`src/rtl/ex_mc.sv`:
```
// rtl/ex_mc.sv - multi-cycle RV32I/M execute stage with ready/valid stall
//
// Purpose: executes I-type and R-type integer ALU ops in one cycle and,
// when M_EXT != 0, the MUL/DIV/REM family on an iterative shift-add /
// restoring-divide datapath. All results are registered.
//
// Ports:
//   clk, rst          clock, synchronous active-high reset
//   valid_i/ready_o   instruction handshake; ready_o is high only in IDLE
//   flush_i           kills the presented or in-flight instruction
//   inst_addr_i       PC, pass-through only
//   inst_i            instruction word (opcode/funct3/funct7 decoded)
//   op1_i, op2_i      operands (op2_i carries the I-type immediate)
//   rd_addr_i         destination register
//   reg_wen_i         decode requests a write
//   rd_addr_o         registered destination register
//   rd_data_o         registered result
//   rd_wen_o          one-cycle write strobe
module ex_mc #(
  parameter int unsigned XLEN  = 32,
  parameter int unsigned M_EXT = 1
) (
  input  logic            clk,
  input  logic            rst,
  input  logic            valid_i,
  output logic            ready_o,
  input  logic            flush_i,
  input  logic [31:0]     inst_addr_i,
  input  logic [31:0]     inst_i,
  input  logic [XLEN-1:0] op1_i,
  input  logic [XLEN-1:0] op2_i,
  input  logic [4:0]      rd_addr_i,
  input  logic            reg_wen_i,
  output logic [4:0]      rd_addr_o,
  output logic [XLEN-1:0] rd_data_o,
  output logic            rd_wen_o
);

  localparam int unsigned    SHW      = $clog2(XLEN);
  localparam logic [6:0]     OP_I     = 7'b0010011;
  localparam logic [6:0]     OP_R     = 7'b0110011;
  localparam logic [6:0]     F7_BASE  = 7'b0000000;
  localparam logic [6:0]     F7_ALT   = 7'b0100000;
  localparam logic [6:0]     F7_MUL   = 7'b0000001;
  localparam logic [SHW-1:0] CNT_LOAD = SHW'(XLEN - 1);
  localparam logic [SHW-1:0] CNT_ONE  = SHW'(1);

  typedef enum logic [1:0] {S_IDLE, S_BUSY, S_FIX} state_e;

  state_e            state_q, state_d;
  logic [SHW-1:0]    cnt_q, cnt_d;
  logic [2*XLEN-1:0] acc_q, acc_d;
  logic [XLEN-1:0]   opb_q, opb_d;
  logic              is_div_q, is_div_d;
  logic              sel_hi_q, sel_hi_d;
  logic              neg_q, neg_d;
  logic [4:0]        lat_addr_q, lat_addr_d;
  logic              lat_wen_q, lat_wen_d;
  logic [4:0]        rd_addr_q, rd_addr_d;
  logic [XLEN-1:0]   rd_data_q, rd_data_d;
  logic              rd_wen_q, rd_wen_d;

  logic [6:0]        opcode;
  logic [2:0]        funct3;
  logic [6:0]        funct7;
  logic [SHW-1:0]    shamt;
  logic              accept;

  logic unused_bits;
  assign unused_bits = ^{inst_addr_i, inst_i[24:15], inst_i[11:7]};

  assign opcode  = inst_i[6:0];
  assign funct3  = inst_i[14:12];
  assign funct7  = inst_i[31:25];
  assign shamt   = op2_i[SHW-1:0];
  assign ready_o = (state_q == S_IDLE);
  assign accept  = valid_i & ready_o & ~flush_i & ~rst;

  // Single-cycle ALU
  logic                   alu_ok, sub_sel, sra_sel;
  logic [XLEN-1:0]        alu_res;
  logic signed [XLEN-1:0] sra_res;

  assign sra_res = $signed(op1_i) >>> shamt;

  always_comb begin
    alu_ok  = 1'b0;
    sub_sel = 1'b0;
    sra_sel = 1'b0;
    alu_res = '0;
    if (opcode == OP_I) begin
      alu_ok  = 1'b1;
      sra_sel = inst_i[30];
    end else if (opcode == OP_R) begin
      if (funct7 == F7_BASE) begin
        alu_ok = 1'b1;
      end else if (funct7 == F7_ALT) begin
        alu_ok  = (funct3 == 3'd0) || (funct3 == 3'd5);
        sub_sel = 1'b1;
        sra_sel = 1'b1;
      end
    end
    case (funct3)
      3'd0:    alu_res = sub_sel ? (op1_i - op2_i) : (op1_i + op2_i);
      3'd1:    alu_res = op1_i << shamt;
      3'd2:    alu_res = {{(XLEN-1){1'b0}}, ($signed(op1_i) < $signed(op2_i))};
      3'd3:    alu_res = {{(XLEN-1){1'b0}}, (op1_i < op2_i)};
      3'd4:    alu_res = op1_i ^ op2_i;
      3'd5:    alu_res = sra_sel ? sra_res : (op1_i >> shamt);
      3'd6:    alu_res = op1_i | op2_i;
      default: alu_res = op1_i & op2_i;
    endcase
  end

  // M-extension decode: signedness per operand, magnitudes, special cases
  logic            m_op, a_signed, b_signed, a_neg, b_neg;
  logic            div_zero, div_ovf, m_special;
  logic [XLEN-1:0] a_mag, b_mag, special_res;

  assign m_op      = (opcode == OP_R) && (funct7 == F7_MUL) && (M_EXT != 0);
  assign a_signed  = (funct3 == 3'd1) || (funct3 == 3'd2) || (funct3 == 3'd4) || (funct3 == 3'd6);
  assign b_signed  = (funct3 == 3'd1) || (funct3 == 3'd4) || (funct3 == 3'd6);
  assign a_neg     = a_signed & op1_i[XLEN-1];
  assign b_neg     = b_signed & op2_i[XLEN-1];
  assign a_mag     = a_neg ? -op1_i : op1_i;
  assign b_mag     = b_neg ? -op2_i : op2_i;
  assign div_zero  = (op2_i == '0);
  assign div_ovf   = ((funct3 == 3'd4) || (funct3 == 3'd6)) &&
                     (op1_i == {1'b1, {(XLEN-1){1'b0}}}) && (&op2_i);
  assign m_special = funct3[2] & (div_zero | div_ovf);
  // funct3[1] distinguishes REM/REMU from DIV/DIVU
  assign special_res = div_zero ? (funct3[1] ? op1_i : '1)
                                : (funct3[1] ? '0 : op1_i);

  // Iteration steps. acc_q holds {high, low}: for multiply low is the
  // multiplier being shifted out and high the running partial sum; for
  // divide high is the partial remainder and low the dividend/quotient.
  logic [XLEN:0]     mul_sum, div_shift, div_diff;
  logic [2*XLEN-1:0] mul_next, div_next, mul_full;
  logic [XLEN-1:0]   div_sel, fix_res;

  assign mul_sum   = {1'b0, acc_q[2*XLEN-1:XLEN]} + (acc_q[0] ? {1'b0, opb_q} : '0);
  assign mul_next  = {mul_sum, acc_q[XLEN-1:1]};
  assign div_shift = acc_q[2*XLEN-1:XLEN-1];
  assign div_diff  = div_shift - {1'b0, opb_q};
  assign div_next  = div_diff[XLEN] ? {div_shift[XLEN-1:0], acc_q[XLEN-2:0], 1'b0}
                                    : {div_diff[XLEN-1:0],  acc_q[XLEN-2:0], 1'b1};

  // Product sign is applied to the full double-width value before the
  // half is selected; quotient/remainder are negated individually.
  assign mul_full = neg_q ? -acc_q : acc_q;
  assign div_sel  = sel_hi_q ? acc_q[2*XLEN-1:XLEN] : acc_q[XLEN-1:0];
  assign fix_res  = is_div_q ? (neg_q ? -div_sel : div_sel)
                             : (sel_hi_q ? mul_full[2*XLEN-1:XLEN] : mul_full[XLEN-1:0]);

  always_comb begin
    state_d    = state_q;
    cnt_d      = cnt_q;
    acc_d      = acc_q;
    opb_d      = opb_q;
    is_div_d   = is_div_q;
    sel_hi_d   = sel_hi_q;
    neg_d      = neg_q;
    lat_addr_d = lat_addr_q;
    lat_wen_d  = lat_wen_q;
    rd_addr_d  = rd_addr_q;
    rd_data_d  = rd_data_q;
    rd_wen_d   = 1'b0;
    case (state_q)
      S_IDLE: begin
        if (accept) begin
          if (m_op && !m_special) begin
            state_d    = S_BUSY;
            cnt_d      = CNT_LOAD;
            acc_d      = {{XLEN{1'b0}}, a_mag};
            opb_d      = b_mag;
            is_div_d   = funct3[2];
            sel_hi_d   = funct3[2] ? funct3[1] : (funct3[1:0] != 2'd0);
            neg_d      = (funct3[2] & funct3[1]) ? a_neg : (a_neg ^ b_neg);
            lat_addr_d = rd_addr_i;
            lat_wen_d  = reg_wen_i & (rd_addr_i != 5'd0);
          end else begin
            rd_addr_d = rd_addr_i;
            rd_data_d = m_op ? special_res : alu_res;
            rd_wen_d  = (m_op | alu_ok) & reg_wen_i & (rd_addr_i != 5'd0);
          end
        end
      end
      S_BUSY: begin
        if (flush_i) begin
          state_d = S_IDLE;
        end else begin
          acc_d = is_div_q ? div_next : mul_next;
          if (cnt_q == '0) begin
            state_d = S_FIX;
          end else begin
            cnt_d = cnt_q - CNT_ONE;
          end
        end
      end
      S_FIX: begin
        state_d = S_IDLE;
        if (!flush_i) begin
          rd_addr_d = lat_addr_q;
          rd_data_d = fix_res;
          rd_wen_d  = lat_wen_q;
        end
      end
      default: state_d = S_IDLE;
    endcase
  end

  always_ff @(posedge clk) begin
    if (rst) begin
      state_q    <= S_IDLE;
      cnt_q      <= '0;
      acc_q      <= '0;
      opb_q      <= '0;
      is_div_q   <= 1'b0;
      sel_hi_q   <= 1'b0;
      neg_q      <= 1'b0;
      lat_addr_q <= 5'd0;
      lat_wen_q  <= 1'b0;
      rd_addr_q  <= 5'd0;
      rd_data_q  <= '0;
      rd_wen_q   <= 1'b0;
    end else begin
      state_q    <= state_d;
      cnt_q      <= cnt_d;
      acc_q      <= acc_d;
      opb_q      <= opb_d;
      is_div_q   <= is_div_d;
      sel_hi_q   <= sel_hi_d;
      neg_q      <= neg_d;
      lat_addr_q <= lat_addr_d;
      lat_wen_q  <= lat_wen_d;
      rd_addr_q  <= rd_addr_d;
      rd_data_q  <= rd_data_d;
      rd_wen_q   <= rd_wen_d;
    end
  end

  assign rd_addr_o = rd_addr_q;
  assign rd_data_o = rd_data_q;
  assign rd_wen_o  = rd_wen_q;

endmodule
```
`config.mk`:
```
export PLATFORM = sky130hd
export DESIGN_NAME = ex_mc
export DESIGN_NICKNAME = d
export VERILOG_FILES = /design/src/rtl/ex_mc.sv
export SDC_FILE = /design/constraint.sdc
export NUM_CORES = 1
export LEC_CHECK = 0
export ABC_AREA = 0
export CORE_MARGIN = 5
export CORE_UTILIZATION = 40
export DETAILED_ROUTE_END_ITERATION = 10
export PLACE_DENSITY = 0.57
export SYNTH_ARGS = -nofsm -noshare
export SYNTH_HDL_FRONTEND = slang
export SYNTH_SLANG_ARGS = --single-unit
```
`constraint.sdc`:
```
create_clock -name clk -period 5.1 [get_ports clk]
set_input_delay 0.765 -clock clk [delete_from_list [all_inputs] [get_ports clk]]
set_output_delay 0.765 -clock clk [all_outputs]
set_load 0.03 [all_outputs]
```
==> impl_metrics.yaml <==
outcome:
  outcome: "completed"
floorplan:
  die-area_mm2: 0.0663
  num_rows: 90
  die_w_um: 258
  coreArea_mm2: 0.0606
  start_util_pct: 40.5
  ios: 177
  die_h_um: 258
global_route:
  grt_max_degree: 87
  overflow: 0
  track_usage_pct: 38.9
  grt_pass1_wl_mm: 194
  grt_pass1_vias: 27500
  antenna_found_initial: 5
pwr:
  p_int_mw: 2.56
  pwr-share-seq_pct: 27.4
  power_density_mw_per_mm2: 152
  pwr-share-clk_pct: 29.2
  p_leak_nw: 11.2
  ir_drop_uv: 174
  swShare_pct: 41.2
  combPwrFrac_pct: 43.3
  power_mw: 4.36
  switchingPower_mw: 1.80
clock_tree:
  numCtsBuffers: 17
  htreeDepth: 4
  cts-root-buf: "clkbuf_16"
  cts_tree: "built"
  cts_resized: 0
  cts_buffer_depth: 2
  clkTransAtPathRegs_ns: 0.07
  insertion_delay_ns: 0.46
  post-cts-setup-buffers: 0
  hold_buffers: 0
  clkSinkCount: 150
setup_path:
  worstPathMaxFanout: 6
  worstPathCellList: "clkdlybuf4s50_1 > inv_1 > ha_1 > fa_1 > nor2_1 > o221ai_1 > a2111oi_2 > buf_4 > nand2_1 > a22o_1 > o41ai_1 > buf_4 > mux2i_1 > xnor2_1 > o21ai_0 > buf_4 > a32o_1"
  r2r_slack_ns: 0.79
  slowest_stage: "clkdlybuf4s50_1"
  rr_startpoint: "acc_q[31]"
  worstRegToRegCells: 15
  worstSetupEndpointType: "flop"
  cpPeakStageDelay_ns: 0.61
  cp.arrival_ns: 5.09
  r2r_end: "acc_q[47]"
  critPathRequiredTime_ns: 5.45
  cpMostUsedCell: "buf_4"
  cp-start-kind: "input port"
  worstSetupPathType: "in2reg"
yosys:
  synthAdderAreaFrac_pct: 9.06
  synth.cell_area_mm2: 0.0245
  synth_edf_count: 0
  async_reset_ff_share_pct: 0
  yosys.area_share.simple_pct: 20.9
  synth_mux_area_share_pct: 11.0
  synth-compound-area-share_pct: 31.4
  seq_area_frac_synth_pct: 12.2
  synth_top_area_cell: "dfxtp_1"
  synth_top_area_share_pct: 12.2
  ys_top_cells_by_area: "dfxtp_1, ha_1, a21oi_1, o21ai_0, nor2_1"
  synth_top_family_by_area: "compound AO/OA/AOI/OAI gates"
  avgSynthCellArea_um2: 6.93
  synth_xor_area_share_pct: 7.97
  synth_fp_nets: 3846
  yosysWarnings: 0
  synth_cell_types: 93
  ys_seq_elements: 150
  synth_ff_type: "dfxtp_1"
  postSynthCellCount: 3536
worst_hold_path:
  holdCritPathClass: "reg2reg"
  hold_depth: 2
  min_from: "rd_data_o[23]"
  min_to: "rd_data_o[23]"
timing:
  final_hold_viol_count: 0
  worst_slack_ns: 0.356
  rsz0062_at_grt: "false"
  fin_tns_setup_ns: 0
  max_slew_margin_pct: 31.5
  hold_ws_ns: 0.452
  setup_violations: 0
  fmax_ghz: 0.211
  slew_viol_final: 0
  finClkSkew_ns: 0.0147
  tightest_slew_ns: 1.00
  finalCritPeriodShare_pct: 93.0
  min_period_ns: 4.74
drt:
  firstDrtPassIters: 9
  drc: 0
  post_drt_wl_per_cell_um: 30.3
  ant_nets: 0
  wl_mm: 136
  vias_per_cell: 6.59
  dr_total_vias: 29600
  drt_iter0_markers: 4164
layout:
  drive_above_1_share_pct: 12.7
  final_cell_mix: "nor2_1, nand2_1, a21oi_1"
  n_fill_cell: 6323
  final_common_cell: "nor2_1"
  finalNonFillerCells: 4493
  syn2layout_area_growth_pct: 17.0
  fin_nets: 4004
placement:
  dp_cells: 4457
  hpwl_mm: 107
  io_buffers: 129
  preCtsSetupSlack_ns: -0.0220
  routabilityCongestion: 1.12
flow_run:
  maxCapViolCount: 0
==> power by group through the flow <==
| stage | combinational [mW] | sequential [mW] | clock, mW |
|---|---|---|---|
| 2_1_floorplan | 0.902 | 1.25 | 0 |
| 3_3_place_gp | 1.82 | 1.22 | 0 |
| 3_5_place_dp | 1.80 | 1.22 | 0 |
| 4_1_cts | 1.81 | 1.20 | 1.29 |
| 5_1_grt | 1.94 | 1.20 | 1.33 |
| 6_report | 1.89 | 1.20 | 1.27 |
==> metal layers <==
metal  track usage [%]  up-vias  share of wire [%]
li1                  -    13300                  -
met1              51.8    14000                 40
met2              58.6     1856                 42
met3              6.23      435                9.6
met4              25.1        4                8.2
met5                 0        -              0.024
==> layout make-up <==
cell class / count / area [um^2] / area share [%]
multi-input combinational: 2918 / 19700 / 68.8
timing repair buffer: 441 / 3750 / 13.1
sequential: 150 / 3010 / 10.5
tap: 782 / 978 / 3.41
inverter: 166 / 623 / 2.17
clock buffer: 20 / 447 / 1.56
clock inverter: 12 / 121 / 0.423
antenna: 4 / 10.0 / 0.0349
==> worst max-delay path: cells and delay by family <==
family / cells / cell delay (ns)
xor gates and xnor gates: 1 / 0.27
buffers and inverters: 5 / 1.38
and+or+nand+nor: 2 / 0.25
muxes: 1 / 0.07
AOI/OAI and AO/OA: 6 / 1.69
adders and majority gates: 2 / 0.64
==> synth_stat cells (9+ instances only) <==
master	count
or2_2	10
ha_1	168
o41ai_1	25
mux2_2	18
buf_1	24
a21oi_1	354
o221ai_1	21
a31oi_1	44
a2111oi_0	14
o211ai_1	83
or3_1	20
o21ai_0	282
nor4_1	29
buf_2	26
clkbuf_1	246
nand4_1	30
nand2b_1	19
and4_1	11
o31ai_1	46
nand2_1	365
a311oi_1	14
nor3b_1	9
a211oi_1	85
xor2_1	69
nand3_1	57
or4_1	18
o21bai_1	16
a21o_1	48
and2_1	12
mux4_2	61
o21a_1	15
mux2i_1	113
dfxtp_1	150
nor2_1	374
a22oi_1	25
xnor2_1	154
nor3_1	87
a221oi_1	15
inv_1	162
o22ai_1	15
nor2b_1	36
and3_1	12
==> stage by stage <==
stage               area [um^2]  utilization (%)
floorplan                 24500                -
global placement          28100             46.4
detailed placement        28100             46.4
CTS                       28700             47.3
global route              28700             47.3
finish                    28700             47.4
==> how the worst max path moves through the flow <==
stage	startpoint	endpoint	slack [ns]	cells after the start
3_3_place_gp	op1_i[0]	rd_data_o[24]	-0.005	17
3_5_place_dp	op1_i[0]	rd_data_o[24]	-0.02	17
4_1_cts	op1_i[0]	rd_data_o[24]	0.44	17
2_1_floorplan	op2_i[2]	rd_data_o[28]	0.36	16
6_report	op1_i[0]	rd_data_o[24]	0.36	17
5_1_grt	op1_i[0]	rd_data_o[24]	0.26	17
==> registers in the layout (all words and copies together) (netlist names) <==
name and count:
state_q 2, acc_q 64, opb_q 32, rd_wen_o 1, cnt_q 5, neg_q 1, lat_wen_q 1, sel_hi_q 1
rd_addr_o 5, is_div_q 1, lat_addr_q 5, rd_data_o 32
==> cells by family after synthesis <==
| kind of cell | after synthesis |
|---|---|
| AO/OA/AOI/OAI | 1210 |
| XOR/XNOR | 223 |
| adder cells (fa/ha/maj) | 176 |
| buffers and inverters | 468 |
| flip-flops | 150 |
| multiplexers | 192 |
| AND/OR/NAND/NOR | 1117 |
Note: power is estimated with default switching activity, not from simulation.
